$ cat src/rtl/fetch_unit.sv
// rtl/fetch_unit.sv - instruction fetch stage: one outstanding imem request, small FIFO to decode
// Flush drops in-flight data (via DISCARD) and empties the FIFO in the same cycle.
module fetch_unit #(
  parameter int ADDR_W  = 16,
  parameter int INSTR_W = 16,
  parameter int DEPTH   = 2
) (
  input  logic               clk,
  input  logic               reset,
  input  logic [ADDR_W-1:0]  pc_in,
  input  logic               flush,
  output logic               pc_hold,
  output logic               imem_req,
  output logic [ADDR_W-1:0]  imem_addr,
  input  logic               imem_ack,
  input  logic [INSTR_W-1:0] imem_rdata,
  output logic               instr_valid,
  input  logic               instr_ready,
  output logic [INSTR_W-1:0] instr_out,
  output logic [ADDR_W-1:0]  instr_pc
);

  localparam int PTR_W = $clog2(DEPTH);
  localparam int CNT_W = PTR_W + 1;
  localparam logic [CNT_W-1:0] DEPTH_C = CNT_W'(DEPTH);

  typedef enum logic [1:0] {S_IDLE, S_WAIT, S_DISCARD} state_t;

  state_t              state_q, state_d;
  logic [ADDR_W-1:0]   addr_q, addr_d;
  logic                push, pop;

  logic [ADDR_W-1:0]   pc_mem_q    [DEPTH];
  logic [INSTR_W-1:0]  instr_mem_q [DEPTH];
  logic [PTR_W-1:0]    wr_ptr_q, rd_ptr_q;
  logic [CNT_W-1:0]    count_q;

  always_ff @(posedge clk) begin
    if (!reset) begin
      state_q <= S_IDLE;
      addr_q  <= '0;
    end else begin
      state_q <= state_d;
      addr_q  <= addr_d;
    end
  end

  // pc_in is stale during a flush cycle, so no request is issued then.
  always_comb begin
    state_d = state_q;
    addr_d  = addr_q;
    push    = 1'b0;
    case (state_q)
      S_IDLE: begin
        if (!flush && (count_q < DEPTH_C)) begin
          addr_d  = pc_in;
          state_d = S_WAIT;
        end
      end
      S_WAIT: begin
        if (imem_ack) begin
          push    = !flush;
          state_d = S_IDLE;
        end else if (flush) begin
          state_d = S_DISCARD;
        end
      end
      S_DISCARD: begin
        if (imem_ack) state_d = S_IDLE;
      end
      default: state_d = S_IDLE;
    endcase
  end

  assign imem_req    = (state_q != S_IDLE);
  assign imem_addr   = addr_q;
  assign pc_hold     = !((state_q == S_WAIT) && imem_ack && !flush);
  assign instr_valid = (count_q != '0);
  assign pop         = instr_valid && instr_ready;
  assign instr_out   = instr_mem_q[rd_ptr_q];
  assign instr_pc    = pc_mem_q[rd_ptr_q];

  always_ff @(posedge clk) begin
    if (!reset) begin
      for (int i = 0; i < DEPTH; i++) begin
        pc_mem_q[i]    <= '0;
        instr_mem_q[i] <= '0;
      end
    end else if (push) begin
      pc_mem_q[wr_ptr_q]    <= addr_q;
      instr_mem_q[wr_ptr_q] <= imem_rdata;
    end
  end

  // Flush outranks any simultaneous push or pop.
  always_ff @(posedge clk) begin
    if (!reset || flush) begin
      wr_ptr_q <= '0;
      rd_ptr_q <= '0;
      count_q  <= '0;
    end else begin
      if (push) wr_ptr_q <= wr_ptr_q + 1'b1;
      if (pop)  rd_ptr_q <= rd_ptr_q + 1'b1;
      case ({push, pop})
        2'b10:   count_q <= count_q + CNT_W'(1);
        2'b01:   count_q <= count_q - CNT_W'(1);
        default: count_q <= count_q;
      endcase
    end
  end

endmodule

$ cat config.mk
export PLATFORM = sky130hd
export DESIGN_NAME = fetch_unit
export DESIGN_NICKNAME = d
export VERILOG_FILES = /design/src/rtl/fetch_unit.sv
export SDC_FILE = /design/constraint.sdc
export NUM_CORES = 1
export LEC_CHECK = 0
export BUFFER_PORTS_ARGS = -buffer_cell sky130_fd_sc_hd__buf_2
export CORE_ASPECT_RATIO = 1.5
export CORE_MARGIN = 3
export CORE_UTILIZATION = 48
export DETAILED_ROUTE_END_ITERATION = 7
export PLACE_DENSITY_LB_ADDON = 0.15
export SKIP_CTS_REPAIR_TIMING = 1
export SYNTH_ARGS = -nofsm -noshare
export SYNTH_HDL_FRONTEND = slang
export SYNTH_SLANG_ARGS = --single-unit
$ cat constraint.sdc
create_clock -name clk -period 3.7 [get_ports clk]
set_input_delay 0.185 -clock clk [delete_from_list [all_inputs] [get_ports clk]]
set_output_delay 0.185 -clock clk [all_outputs]
set_load 0.005 [all_outputs]
; Yosys cells after proc, flatten, opt, wreduce, memory -nomap -nowiden
; Memory sizes are Yosys's and may differ from the RTL's. A register that Yosys moved wholly into a read port is not among the register bits.
; Index checks and enable logic that the tools add are counted.
[classes]
reduce_logical = 16
eq_ne = 7
n_addsub = 4
muxes = 22
n_lt_le_gt_ge = 1
[op_table]
columns = cell, n
row1 = $mux W16, 2
row2 = $reduce_or A16 Y1, 2
row3 = $mux W1, 14
row4 = $mux W2, 4
row5 = $pmux W2 S3, 1
row6 = $reduce_bool A2 Y1, 3
row7 = $eq A2 B1 Y1 const B, 2
row8 = $eq A2 B2 Y1 const B, 2
row9 = $logic_and A1 B1 Y1, 4
row10 = $ne A2 B2 Y1 const B, 2
row11 = $pmux W2 S2, 1
row12 = $logic_not A1 Y1, 3
row13 = $ne A3 B3 Y1 const B, 1
row14 = $reduce_and A3 Y1, 1
row15 = $add A1 B1 Y1 const B, 2
row16 = $add A2 B1 Y2 const B, 1
row17 = $logic_not A2 Y1, 1
row18 = $lt A2 B2 Y1 const B, 1
row19 = $reduce_and A2 Y1, 1
row20 = $sub A2 B1 Y2 const B, 1
row21 = $logic_or A1 B1 Y1, 1
[totals]
input_bits = 37
ff_bits = 22
mem_count = 2
mem_bits_rw = 64
out_inout_bits = 51
[memory_table]
columns = memory, words, width, rd, rd_ports_with_merged_regs, wr, line_no
row1 = instr_mem_q, 2, 16, 1, 1, 2, 34  ; logic [INSTR_W-1:0] instr_mem_q [DEPTH];
row2 = pc_mem_q, 2, 16, 1, 1, 2, 33  ; logic [ADDR_W-1:0] pc_mem_q [DEPTH];

; Logic depth before layout (Yosys ltp)
[depth]
ltp_word = 8
ltp_mapped = 6

; Worst setup path before layout
; No wires, ideal clock.
[synth_timing]
path_type = reg-to-reg
from = reg state_q[0]
to = mem instr_mem_q[0][0], enable pin
period_less_slack_ps = 3690
path_buffers = 0
setup_ps = 466
t_arrival_ps = 3224
path_stages_with_launch = 4
path_slack_ps = 10
path_cell_list = dfxtp_1 nand2_4 or3_1 o21ai_0
[synth_rtl]
columns = element, line_no
row1 = start: declaration, 29  ; state_t state_q, state_d;
row2 = start signal: assignment, 43  ; state_q <= state_d;
row3 = end: declaration, 34

==> reports/summary.txt <==
Nets@finish: 401
Share of cells above drive strength 1: 37.23%
Maxcap violations: 0
Worst setup EP type: flip-flop
Max Slew Vio Count: 0
Setup crit end: pc_mem_q[1][2]
R2r setup slk: 1.43 ns
Placed inst area: 0.004228 mm²
Die width: 78.16 µm
Core area: 0.007417 mm²
Worst Setup Path Type: reg -> reg
DR iter-0 viols: 135
Finished Core Util: 59.23%
Worst EP arrival: 2.25 ns
Worst Tran Pin Value: 1.073 ns
CTS H-tree lvls: 3
CTS Buf Count: 9
Placed wire-length estimate: 4573 µm
R2R Path End: pc_mem_q[1][2]
Crit-path cells: nand2_4 > nor4b_4 > buf_4 > nand2b_2
Fraction of registers with async set/reset: 0%
Post-synth EDFFs: 64
Final RePlAce weighted congestion: 0.7169
Final setup vio count: 0
Worst path slowest cell: nand2b_2
Layout Skew: 0.006042 ns
Yosys cell types: 29
Vias in the first global route: 2,332
Total gr overflow: 0
Remaining DRCs: 0
Synth warn: 0
CP max stage delay: 0.70 ns
Nature of the critical path startpoint: flip-flop
Syn Nets: 318
Critical path fanouts, max: 33
Cell Pwr Density: 407.8 mW/mm²
Crit path setup slack, layout: 1.425 ns
Global-route wire length before repair: 11,080 µm
Number of top-level pins: 88
Maximum vdd drop: 240.3 µV
Status: finished, final reports clean
Final non-filler cell area: 0.004393 mm²
Slew margin rel.: 28.18%
Final-report hold violation count: 0
Clock insertion delay at the later pin of the skew report: 0.35 ns
Drt wl/cell: 14.74 µm
Worst Reg-to-Reg Cells: 4
Hold/Removal Path Class: in -> reg
Initial antenna violation count: 0
CTS tree: yes
Synth area leader: edfxtp_1
Starting Density: 50.54%
Top cells by area, synth: edfxtp_1, dfxtp_1, and2_1, mux2_2, nand2_1
TNS Setup: 0 ns
Area of the mapped netlist: 0.003749 mm²
Place WS: 1.175 ns
Register area share after synthesis: 63.55%
Cells after Synth: 280
Static Leak: 1.815 nW
CP Launch Point: state_q[0]
Largest net degree at the start of global routing: 34
DRT antenna net count: 0
Ant diodes: 0
List of most frequent post-synthesis cells: and2_1, edfxtp_1, nand2_1
All-layer global routing usage: 16.14%
Worst-path clk slew: 0.07 ns
Area Growth Syn to Fin: 17.19%
Via-per-instance ratio: 4.793
1st-pass router iterations: 4
RSZ-0062 raised after global routing: false
CTS sink count: 87
Core Rows: 38
Synth Flop Type: edfxtp_1
Cells after DPL: 452
Fin cells: 468
Max Fclk: 0.4396 GHz
Post-synth top area share: 51.27%
Clock root buffer: clkbuf_8
Syn Area/Cell: 13.39 µm²
IO buf count: 87
CTS max path bufs: 2
Final wirelength: 6900 µm
Minimum clock period: 2.275 ns
Die area: 0.008928 mm²
DIE HEIGHT: 114.2 µm
Via count: 2,243
Post-route clock period utilization: 61.48%
Reg-to-reg startpoint: state_q[0]
Seq cells post-synth: 87
WP data required: 3.67 ns
## worst max-delay path, delay by kind of cell, from the launching register on
| kind | cells | cell delay (ns) |
|---|---|---|
| AND/OR/NAND/NOR | 3 | 1.08 |
| flip-flops | 1 | 0.49 |
| buffers and inverters | 1 | 0.30 |
## layer usage
layer / wire, µm / GRT usage (%) / part of all wire [%]
met1: 2897 / 18.62 / 42
met2: 3529 / 27.97 / 51
met3: 338 / 4.173 / 4.9
met4: 134 / 7.351 / 1.9
met5: 0 / 0 / 0
## sequential cells by signal, indices dropped and copies added, names as in the netlist, named ones only
signal	cells
pc_mem_q	32
rd_ptr_q	1
instr_mem_q	32
imem_addr	16
state_q	2
count_q	2
wr_ptr_q	1
## power breakdown
part,internal (mW),switching (mW)
clock,0.256,0.309
combinational,0.0591,0.0652
sequential,1.08,0.0201
## layout make-up
class / count / area, µm²
Clock buffer: 11 / 141.4
Inverter: 1 / 3.754
Tap cell: 100 / 125.1
Sequential cell: 87 / 2384
Multi-Input combinational cell: 175 / 1265
Timing Repair Buffer: 89 / 450.4
Clock inverter: 5 / 23.77
Fill cell: 657 / 3024
## metrics by stage
step / hold slack [ns] / total power [mW]
4_1_cts: 0.02608 / 1.819
5_1_grt: 0.04784 / 1.865
2_1_floorplan: 0.2604 / 1.187
6_report: 0.04910 / 1.792
3_5_place_dp: 0.4068 / 1.254
3_3_place_gp: 0.3978 / 1.251
## layout by cell type, fill, tap and decap left out, drive strengths merged, types with 3 or more instances in the layout
cell    instances
nand2          34
clkinv          5
o21ai           4
and2           64
mux2           33
or3             4
dfxtp          23
a21boi         16
buf            89
nor2            3
clkbuf         11
edfxtp         64
## kinds of logic after synthesis
group                    Yosys count  share of synthesized area (%)
buffers and inverters             18                          3.070
flip-flops                        87                          63.55
AO/OA/AOI/OAI                     23                          4.206
XOR/XNOR                           3                         0.7011
multiplexers                      33                          9.913
AND/OR/NAND/NOR                  115                          18.22
adder cells (fa/ha/maj)            1                         0.3337
## how the worst min path moves through the flow
stage	from	endpoint	cells after the start
5_1_grt	imem_ack	state_q[1]	2
3_5_place_dp	imem_ack	state_q[1]	2
6_report	imem_ack	state_q[1]	2
2_1_floorplan	imem_ack	state_q[1]	1
3_3_place_gp	imem_ack	state_q[1]	2
4_1_cts	imem_ack	state_q[1]	2
Power figures use the tool's default switching activity.
